File: src/rtl/reg_file_pkg.sv
// reg_file_pkg: shared constants, types and write-port arbitration for reg_file_mp
//   pick_writer(en, wa, a, zero) -> {hit, idx}: highest-index enabled write port
//   whose address equals a; never hits address 0 when zero is set.
package reg_file_pkg;

    localparam int DEF_M  = 32;
    localparam int DEF_N  = 8;
    localparam int MAX_NW = 2;
    localparam int MAX_AW = 16;

    typedef logic [MAX_AW-1:0] addr_t;
    typedef logic [MAX_NW-1:0] wen_t;
    typedef addr_t [MAX_NW-1:0] waddr_t;

    typedef struct packed {
        logic hit;
        logic idx;
    } pick_t;

    // Later ports overwrite earlier matches, so the highest index wins.
    function automatic pick_t pick_writer(input wen_t en, input waddr_t wa, input addr_t a, input logic zero);
        pick_t p;
        p = '0;
        for (int i = 0; i < MAX_NW; i++)
            if (en[i] && wa[i] == a && !(zero && a == '0)) begin
                p.hit = 1'b1;
                p.idx = i[0];
            end
        return p;
    endfunction

endpackage

File: src/rtl/reg_scoreboard.sv
// reg_scoreboard: per-register busy bits for hazard detection
//   clk, n_reset     : clock, asynchronous active-low reset
//   rsv_en, rsv_addr : mark rsv_addr busy at the next edge
//   clr              : one bit per register written this cycle; clears its busy bit
//   busy_vec         : registered busy state (bit 0 held low when ZERO_REG)
module reg_scoreboard #(
    parameter int M        = 32,
    parameter int ZERO_REG = 1,
    localparam int AddrSz  = $clog2(M)
) (
    input  logic              clk,
    input  logic              n_reset,
    input  logic              rsv_en,
    input  logic [AddrSz-1:0] rsv_addr,
    input  logic [M-1:0]      clr,
    output logic [M-1:0]      busy_vec
);

    logic [M-1:0] set;

    always_comb begin
        set = '0;
        set[rsv_addr] = rsv_en;
        if (ZERO_REG != 0) set[0] = 1'b0;
    end

    // Set is applied after clear so a fresh reservation outlives a completing write.
    always_ff @(posedge clk or negedge n_reset)
        if (!n_reset) busy_vec <= '0;
        else busy_vec <= (busy_vec & ~clr) | set;

endmodule

File: src/rtl/reg_file_mp.sv
// reg_file_mp: NR-read / NW-write register file with bypass, zero register and busy scoreboard
//   clk, n_reset      : clock, asynchronous active-low reset (clears data and busy bits)
//   rd_addr/rd_data   : NR combinational read ports
//   rd_busy           : busy flag of each read address (combinational)
//   wr_en/addr/data   : NW write ports, highest index wins on address conflict
//   rsv_en/rsv_addr   : reserve a register (mark busy)
//   busy_vec          : registered scoreboard state
module reg_file_mp
    import reg_file_pkg::*;
#(
    parameter int M        = DEF_M,
    parameter int N        = DEF_N,
    parameter int NR       = 2,
    parameter int NW       = 1,
    parameter int BYPASS   = 1,
    parameter int ZERO_REG = 1,
    localparam int AddrSz  = $clog2(M)
) (
    input  logic                       clk,
    input  logic                       n_reset,
    input  logic [NR-1:0][AddrSz-1:0]  rd_addr,
    output logic [NR-1:0][N-1:0]       rd_data,
    output logic [NR-1:0]              rd_busy,
    input  logic [NW-1:0]              wr_en,
    input  logic [NW-1:0][AddrSz-1:0]  wr_addr,
    input  logic [NW-1:0][N-1:0]       wr_data,
    input  logic                       rsv_en,
    input  logic [AddrSz-1:0]          rsv_addr,
    output logic [M-1:0]               busy_vec
);

    wen_t                    en_x;
    waddr_t                  wa_x;
    logic [MAX_NW-1:0][N-1:0] wd_x;
    logic [N-1:0]            mem [M];
    logic [M-1:0]            wr_hit;
    logic [M-1:0]            wr_idx;

    // Widen the write ports to the package's fixed shape so pick_writer can be shared.
    always_comb begin
        en_x = '0;
        wa_x = '0;
        wd_x = '0;
        for (int i = 0; i < NW; i++) begin
            en_x[i] = wr_en[i];
            wa_x[i] = addr_t'(wr_addr[i]);
            wd_x[i] = wr_data[i];
        end
    end

    always_comb begin
        pick_t p;
        wr_hit = '0;
        wr_idx = '0;
        for (int a = 0; a < M; a++) begin
            p = pick_writer(en_x, wa_x, addr_t'(a), ZERO_REG != 0);
            wr_hit[a] = p.hit;
            wr_idx[a] = p.idx;
        end
    end

    always_ff @(posedge clk or negedge n_reset)
        if (!n_reset) begin
            for (int a = 0; a < M; a++) mem[a] <= '0;
        end else begin
            for (int a = 0; a < M; a++) if (wr_hit[a]) mem[a] <= wd_x[wr_idx[a]];
        end

    // A forwarded write completes the result, so the read is no longer busy
    // unless the same register is being re-reserved this cycle.
    always_comb begin
        pick_t p;
        logic  fwd;
        rd_data = '0;
        rd_busy = '0;
        for (int k = 0; k < NR; k++) begin
            p = pick_writer(en_x, wa_x, addr_t'(rd_addr[k]), ZERO_REG != 0);
            fwd = (BYPASS != 0) && p.hit;
            rd_data[k] = fwd ? wd_x[p.idx] : mem[rd_addr[k]];
            rd_busy[k] = busy_vec[rd_addr[k]] && !(fwd && !(rsv_en && rsv_addr == rd_addr[k]));
        end
    end

    reg_scoreboard #(
        .M        (M),
        .ZERO_REG (ZERO_REG)
    ) u_scoreboard (
        .clk      (clk),
        .n_reset  (n_reset),
        .rsv_en   (rsv_en),
        .rsv_addr (rsv_addr),
        .clr      (wr_hit),
        .busy_vec (busy_vec)
    );

endmodule
File: config.mk
export PLATFORM = sky130hd
export DESIGN_NAME = reg_file_mp
export DESIGN_NICKNAME = d
export VERILOG_FILES = /design/src/rtl/reg_file_pkg.sv /design/src/rtl/reg_scoreboard.sv /design/src/rtl/reg_file_mp.sv
export SDC_FILE = /design/constraint.sdc
export NUM_CORES = 1
export LEC_CHECK = 0
export ABC_CLOCK_PERIOD_IN_PS = 2200
export BUFFER_PORTS_ARGS = -buffer_cell sky130_fd_sc_hd__buf_2
export CAP_MARGIN = 20
export CORE_ASPECT_RATIO = 0.6
export CORE_UTILIZATION = 55
export CTS_BUF_LIST = sky130_fd_sc_hd__clkbuf_2
export DETAILED_ROUTE_END_ITERATION = 7
export PLACE_DENSITY = 0.73
export SETUP_SLACK_MARGIN = 0.1
export SLEW_MARGIN = 10
export SYNTH_ARGS = -nofsm -noshare
export SYNTH_HDL_FRONTEND = slang
export SYNTH_HIERARCHICAL = 1
export SYNTH_SLANG_ARGS = --single-unit
export TNS_END_PERCENT = 20
File: constraint.sdc
create_clock -name clk -period 2.2 [get_ports clk]
set_input_delay 0.11 -clock clk [delete_from_list [all_inputs] [get_ports clk]]
set_output_delay 0.11 -clock clk [all_outputs]
set_load 0.01 [all_outputs]
==> results of run 1 <==
[final timing paths]
check	endpoint	slack [ps]	cells past startpoint
max in group asynchronous	mem[17]$_DFFE_PN0P_	1130	4
min in group asynchronous	mem[147]$_DFFE_PN0P_	290	3
worst max-delay path	rd_data[2]	-940	5
worst max register to register	mem[229]$_DFFE_PN0P_	850	2
worst min-delay path	mem[93]$_DFFE_PN0P_	80	4
worst min register to register	mem[205]$_DFFE_PN0P_	520	2
[layout by cell type (no fill, tap or decap), types with 17 or more instances in the layout]
| master | netlist | final |
|---|---|---|
| buf_12 | 0 | 19 |
| buf_2 | 27 | 76 |
| buf_4 | 10 | 98 |
| clkbuf_2 | 0 | 95 |
| clkinv_1 | 1 | 17 |
| dfrtp_1 | 280 | 280 |
| dlygate4sd3_1 | 0 | 42 |
| inv_1 | 48 | 48 |
| mux2_2 | 274 | 268 |
| mux4_2 | 125 | 127 |
| nand2_1 | 66 | 65 |
| o21ai_0 | 35 | 24 |
| o22ai_1 | 43 | 33 |
[cells by family (layout without fill, tap and decap cells)]
| kind of cell | count (synthesis) | in the layout |
|---|---|---|
| AO/OA/AOI/OAI | 143 | 143 |
| buffers and inverters | 147 | 408 |
| multiplexers | 411 | 411 |
| XOR/XNOR | 18 | 18 |
| other | 1 | 4 |
| AND/OR/NAND/NOR | 168 | 168 |
| flip-flops | 280 | 280 |
[report_power, final]
| part | leakage, nW | internal (mW) | switching [mW] |
|---|---|---|---|
| sequential | 3.53 | 6.16 | 0.925 |
| clock | 0.485 | 1.41 | 2.24 |
| combinational | 4.33 | 2.38 | 1.72 |
| total | 8.34 | 9.96 | 4.89 |
[registers in the layout (all words and copies together) (netlist names)]
| register | cells |
|---|---|
| mem | 248 |
| u_scoreboard/busy_vec | 32 |
[repair_timing]
action / in CTS / in global routing
resized for setup: 40 / 20
hold buffers: 42 / 0
hold endpoints to repair: 559 / 0
setup endpoints to repair: 18 / 21
pin swaps: 13 / 7
buffers inserted: 6 / 3
[worst register-to-register path, stage by stage (launching register included)]
cell	delay (ps)
dfrtp_1	410
mux2_2	270
dlygate4sd3_1	570
[per-layer routing]
layer / vias to the layer above / share of wire / GRT usage
met5: - / 0.00027 / 0
met4: 2 / 0.028 / 0.1142
met3: 106 / 0.12 / 0.1228
met2: 806 / 0.42 / 0.4645
met1: 6129 / 0.43 / 0.5298
li1: 4898 / - / -
[through the flow]
step           power (mW)  instances  worst slack (ps)  setup TNS, ps  instance area (µm²)
2_1_floorplan       9.443       1168             256.6              0                15760
3_3_place_gp        10.73       1623            -162.0         -236.4                17210
3_5_place_dp        10.90       1623            -224.5         -329.1                17210
4_1_cts             14.72       1793            -988.0         -11830                18440
5_1_grt             15.53       1799             -1051         -12890                18550
6_report            14.84       1799            -941.7         -10810                18550
[cell type report]
| class | count | area share |
|---|---|---|
| clock inverters | 27 | 0.008565 |
| clock buffers | 95 | 0.02563 |
| well taps | 367 | 0.02475 |
| multi-input cells | 741 | 0.4483 |
| inverters | 49 | 0.009914 |
| diodes | 3 | 0.0004046 |
| repair buffers | 237 | 0.1047 |
| flip-flops and latches | 280 | 0.3777 |
==> results.yml, run 1 <==
yosys:
  syn_inst: 1168
  synth-edff-count: 0
  synth_area_leader_cell: "dfrtp_1"
  ys_async_sr_fraction: 1.000
  yosys_register_bits: 280
  synth_top_cell_area_share: 0.4447
  yosysSeqAreaShare: 0.4447
  synth_simple_gate_area_frac: 0.05511
  synth_top_family_by_area: "multiplexers"
  synth_compound_gate_area_share: 0.06250
  ys_types: 51
  avgSynthCellArea_um2: 13.49
  synthTopCellsByCount: "dfrtp_1 (280), mux2_2 (274), mux4_2 (125)"
  netlist_area_um2: 15760
  synth-xor-area-share: 0.01001
  ys_top_cells_by_area: "dfrtp_1 (44%), mux2_2 (20%), mux4_2 (18%)"
  yosysMostFrequentCell: "dfrtp_1"
  synthMuxAreaShare: 0.3862
  synth.net_count: 1200
  ys_warn_count: 6
  synth_flop_cell: "dfrtp_1"
  synth_adder_area_share: 0
run_status:
  violations: "DRC, setup timing"
  outcome: "complete, but fails checks"
routing:
  wire_per_inst_um: 27.25
  wirelength_um: 49020
  avgViaCountPerCell: 6.638
  drc: 1
  firstDrtPassIters: 7
  initialDrtViolationCount: 1477
  ant_nets: 0
  vias: 11941
cts:
  cts_buffer_depth: 3
  cts_buffers: 67
  path_clk_slew_ps: 140
  cts-root-buf: "clkbuf_2"
  clk_latency_ps: 930
  cts_tree: "yes"
  ctsHtreeMaxLevel: 3
  clkSinkCount: 280
floorplan:
  row_count: 47
  top_level_ports: 82
  die_area_um2: 29350
  core_um2: 27870
  dieHeight_um: 133.1
  die_w_um: 220.5
  start_util: 0.5653
power:
  powerDensity_nw_per_um2: 800.1
  peakVddDrop_v: 0.0005415
  total_leakage_power_nw: 8.339
critical_path:
  worstSetupStartpoint: "mem[154]$_DFFE_PN0P_"
  crit_fanout: 3
  path_cells: "mux4_2 > mux2_2 > mux4_2 > mux2_4 > buf_6"
  timing.critical_path.buf_inv: 1
  critical_path_class: "flop to output port"
  critPathLaunchType: "flop"
  crit_family: "multiplexers"
  worstSetupEndpointType: "output port"
  r2r-start: "mem[229]$_DFFE_PN0P_"
  cpMostUsedCell: "mux4_2"
  arrival_ps: 3030
  critPathSlowestCell: "mux4_2"
  cp.required_ps: 2090
  slowest_delay_ps: 470
timing:
  rsz0062_at_grt: "true"
  tightest_slew_ps: 737.5
  setup_viol: 18
  slew_headroom: 0.5072
  timing.fmax_mhz: 318.3
  whs_ps: 82.32
  finalHoldViolCount: 0
  fin_ws_ps: -941.7
  period_minus_slack_ps: 3142
  drv_slew: 0
  skew_ps: 0
  finalCritPeriodShare: 1.428
grt:
  antenna_found_initial: 4
  grt_pass1_vias: 12170
  grt_first_pass_wirelength_um: 75180
  grt_util_all_layers: 0.3487
  grt_overflow: 0
  grt_start_max_net_pins: 74
finish:
  drive_above_1_share: 0.5346
  postLayoutCoreUtil: 0.6656
  synthToLayoutAreaGrowth_pct: 17.75
  area.sequential_um2: 7007
  fill_cells: 2012
  fin_nets: 1408
  multi_input_area_um2: 8318
placed_design:
  gp_congestion: 0.9860
  io_buffer_count: 81
  dp_hpwl_um: 33680
hold_path:
  hold_start: "wr_addr[3]"
  hp-class: "input port to flop"
run:
  maxCapViolCount: 0
No activity file was read; power rests on OpenSTA's default activity.
==> run 2, diff against run 1 <==
- PLACE_DENSITY: 0.73 -> default
- PLACE_DENSITY_LB_ADDON: default -> 0.05
- TNS_END_PERCENT: 20 -> 1
==> run 2 against run 1 <==
Net effect:
- the run still ends with DRC, setup timing left
- core utilization down 0.55 points
- global-route usage grew 2.0 points
- worst hold slack better by 35 ps
- cell count down 0.67%
- die area unchanged
- non-clock buffer count is 7 lower
- critical path type unchanged
- critical path depth is the same
- clock power shrank 6.0%
- sequential power hardly changed
- clock skew unchanged
==> results.yml, run 2 (same netlist as run 1, synthesis figures left out) <==
placed_design:
  dpl_cell_area_um2: 17200
  dp_slack_ps: -30.06
  dp_cells: 1624
  io_buffer_count: 81
  dp_hpwl_um: 34550
  gp_congestion: 0.9336
cts:
  cts_tree: "yes"
  clk_latency_ps: 940
  cts-root-buf: "clkbuf_2"
  path_clk_slew_ps: 110
  cts_buffers: 70
  ctsHtreeMaxLevel: 3
  clkSinkCount: 280
  cts_buffer_depth: 3
floorplan:
  core_um2: 27870
  start_util: 0.5653
  die_w_um: 220.5
  dieHeight_um: 133.1
  row_count: 47
  top_level_ports: 82
  die_area_um2: 29350
power:
  p_sw_frac: 0.3333
  powerDensity_nw_per_um2: 788.7
  clock_power_share: 0.236
  comb_power_share: 0.277
  total_leakage_power_nw: 8.287
  peakVddDrop_v: 0.0004203
  power_mw: 14.51
  p_int_mw: 9.674
  pwr-share-seq: 0.486
  p_sw_mw: 4.837
critical_path:
  arrival_ps: 3010
  r2r_slack_ps: 880
  critPathLaunchType: "flop"
  critical_path_class: "flop to output port"
  worstSetupStartpoint: "mem[154]$_DFFE_PN0P_"
  worstSetupEndpoint: "rd_data[2]"
  crit_fanout: 3
  r2r-start: "u_scoreboard/busy_vec[21]$_DFF_PN0_"
  cp.required_ps: 2090
  worstSetupEndpointType: "output port"
  r2r_cells: 3
  reg2reg_to: "u_scoreboard/busy_vec[21]$_DFF_PN0_"
finish:
  regMostFlops: "mem"
  synthToLayoutAreaGrowth_pct: 16.77
  largest_reg_flops: 248
  drive_above_1_share: 0.5264
  multi_input_area_um2: 8270
  fin_area_um2: 18400
  layout_common_cells: "dfrtp_1 (280), mux2_2 (269), mux4_2 (127), clkbuf_2 (96), buf_4 (93)"
  reg.largest.list: "mem: 248 flops, u_scoreboard/busy_vec: 32 flops"
  fill_cells: 2125
  layout_commonest_cell: "dfrtp_1"
  fin_nets: 1404
  area.sequential_um2: 7007
  fin_cells: 1787
  postLayoutCoreUtil: 0.6601
routing:
  vias: 11869
  drc: 3
  initialDrtViolationCount: 1405
  ant_nets: 0
  avgViaCountPerCell: 6.642
  firstDrtPassIters: 7
  wire_per_inst_um: 28.94
  wirelength_um: 51720
timing:
  timing.fmax_mhz: 320.9
  fin_ws_ps: -916.7
  drv_slew: 0
  finalCritPeriodShare: 1.417
  finalHoldViolCount: 0
  setup_viol: 18
  rsz0062_at_grt: "true"
  tightest_slew_ps: 698.5
  fin_tns_setup_ps: -11270
  period_minus_slack_ps: 3117
  whs_ps: 117.7
  skew_ps: 0
  slew_headroom: 0.5332
hold_path:
  hp-class: "input port to flop"
  hold_start: "wr_addr[2]"
grt:
  grt_util_all_layers: 0.3682
  grt_overflow: 0
  grt_start_max_net_pins: 60
  grt_pass1_vias: 11786
  grt_first_pass_wirelength_um: 77490
  antenna_found_initial: 1
run_status:
  violations: "DRC, setup timing"
  outcome: "complete, but fails checks"
run:
  maxCapViolCount: 0
## run 2: area by class of cell
type / count / share of cell area
multi-input combinational: 741 / 0.4495
sequential: 280 / 0.3808
timing repair buffer: 230 / 0.1036
clock buffer: 96 / 0.02611
tap: 367 / 0.02496
inverter: 49 / 0.009997
clock inverter: 23 / 0.004896
antenna: 1 / 0.0001360
## run 2: how the worst min path moves through the flow
| stage | to | slack [ps] | cells past startpoint |
|---|---|---|---|
| after detailed placement | u_scoreboard/busy_vec[0]$_DFF_PN0_ | 80 | 1 |
| after global routing | u_scoreboard/busy_vec[19]$_DFF_PN0_ | 30 | 6 |
| final | u_scoreboard/busy_vec[19]$_DFF_PN0_ | 120 | 6 |
| after CTS | u_scoreboard/busy_vec[19]$_DFF_PN0_ | 7 | 6 |
| after floorplan | mem[0]$_DFFE_PN0P_ | -190 | 0 |
| after global placement | u_scoreboard/busy_vec[0]$_DFF_PN0_ | 80 | 1 |
## run 2: critical path: stages (launching register included)
cell	delay, ps
dfrtp_1	430
mux4_2	480
mux2_2	270
mux4_2	440
mux2_4	290
buf_6	120
## run 2: timing repair
item / CTS / global route
hold endpoints to repair: 551 / 0
endpoints found under the setup margin: 18 / 20
gates resized for setup: 34 / 21
buffers inserted: 3 / 0
hold buffers: 40 / 0
pin swaps: 7 / 2
## run 2: power by group through the flow
stage          Clock, mW  Combinational (mW)  Sequential, mW
2_1_floorplan          0                2.61            6.83
3_3_place_gp           0                3.67            7.08
3_5_place_dp           0                3.74            7.11
4_1_cts             3.50                3.94            7.01
5_1_grt             3.78                4.28            7.18
6_report            3.43                4.03            7.06
## run 2: per-layer routing
layer	up-vias	wire, µm	GRT usage
li1	4883	-	-
met1	6134	22930	0.5611
met2	745	20550	0.4620
met3	107	6968	0.1765
met4	0	1266	0.09893
met5	-	0	0
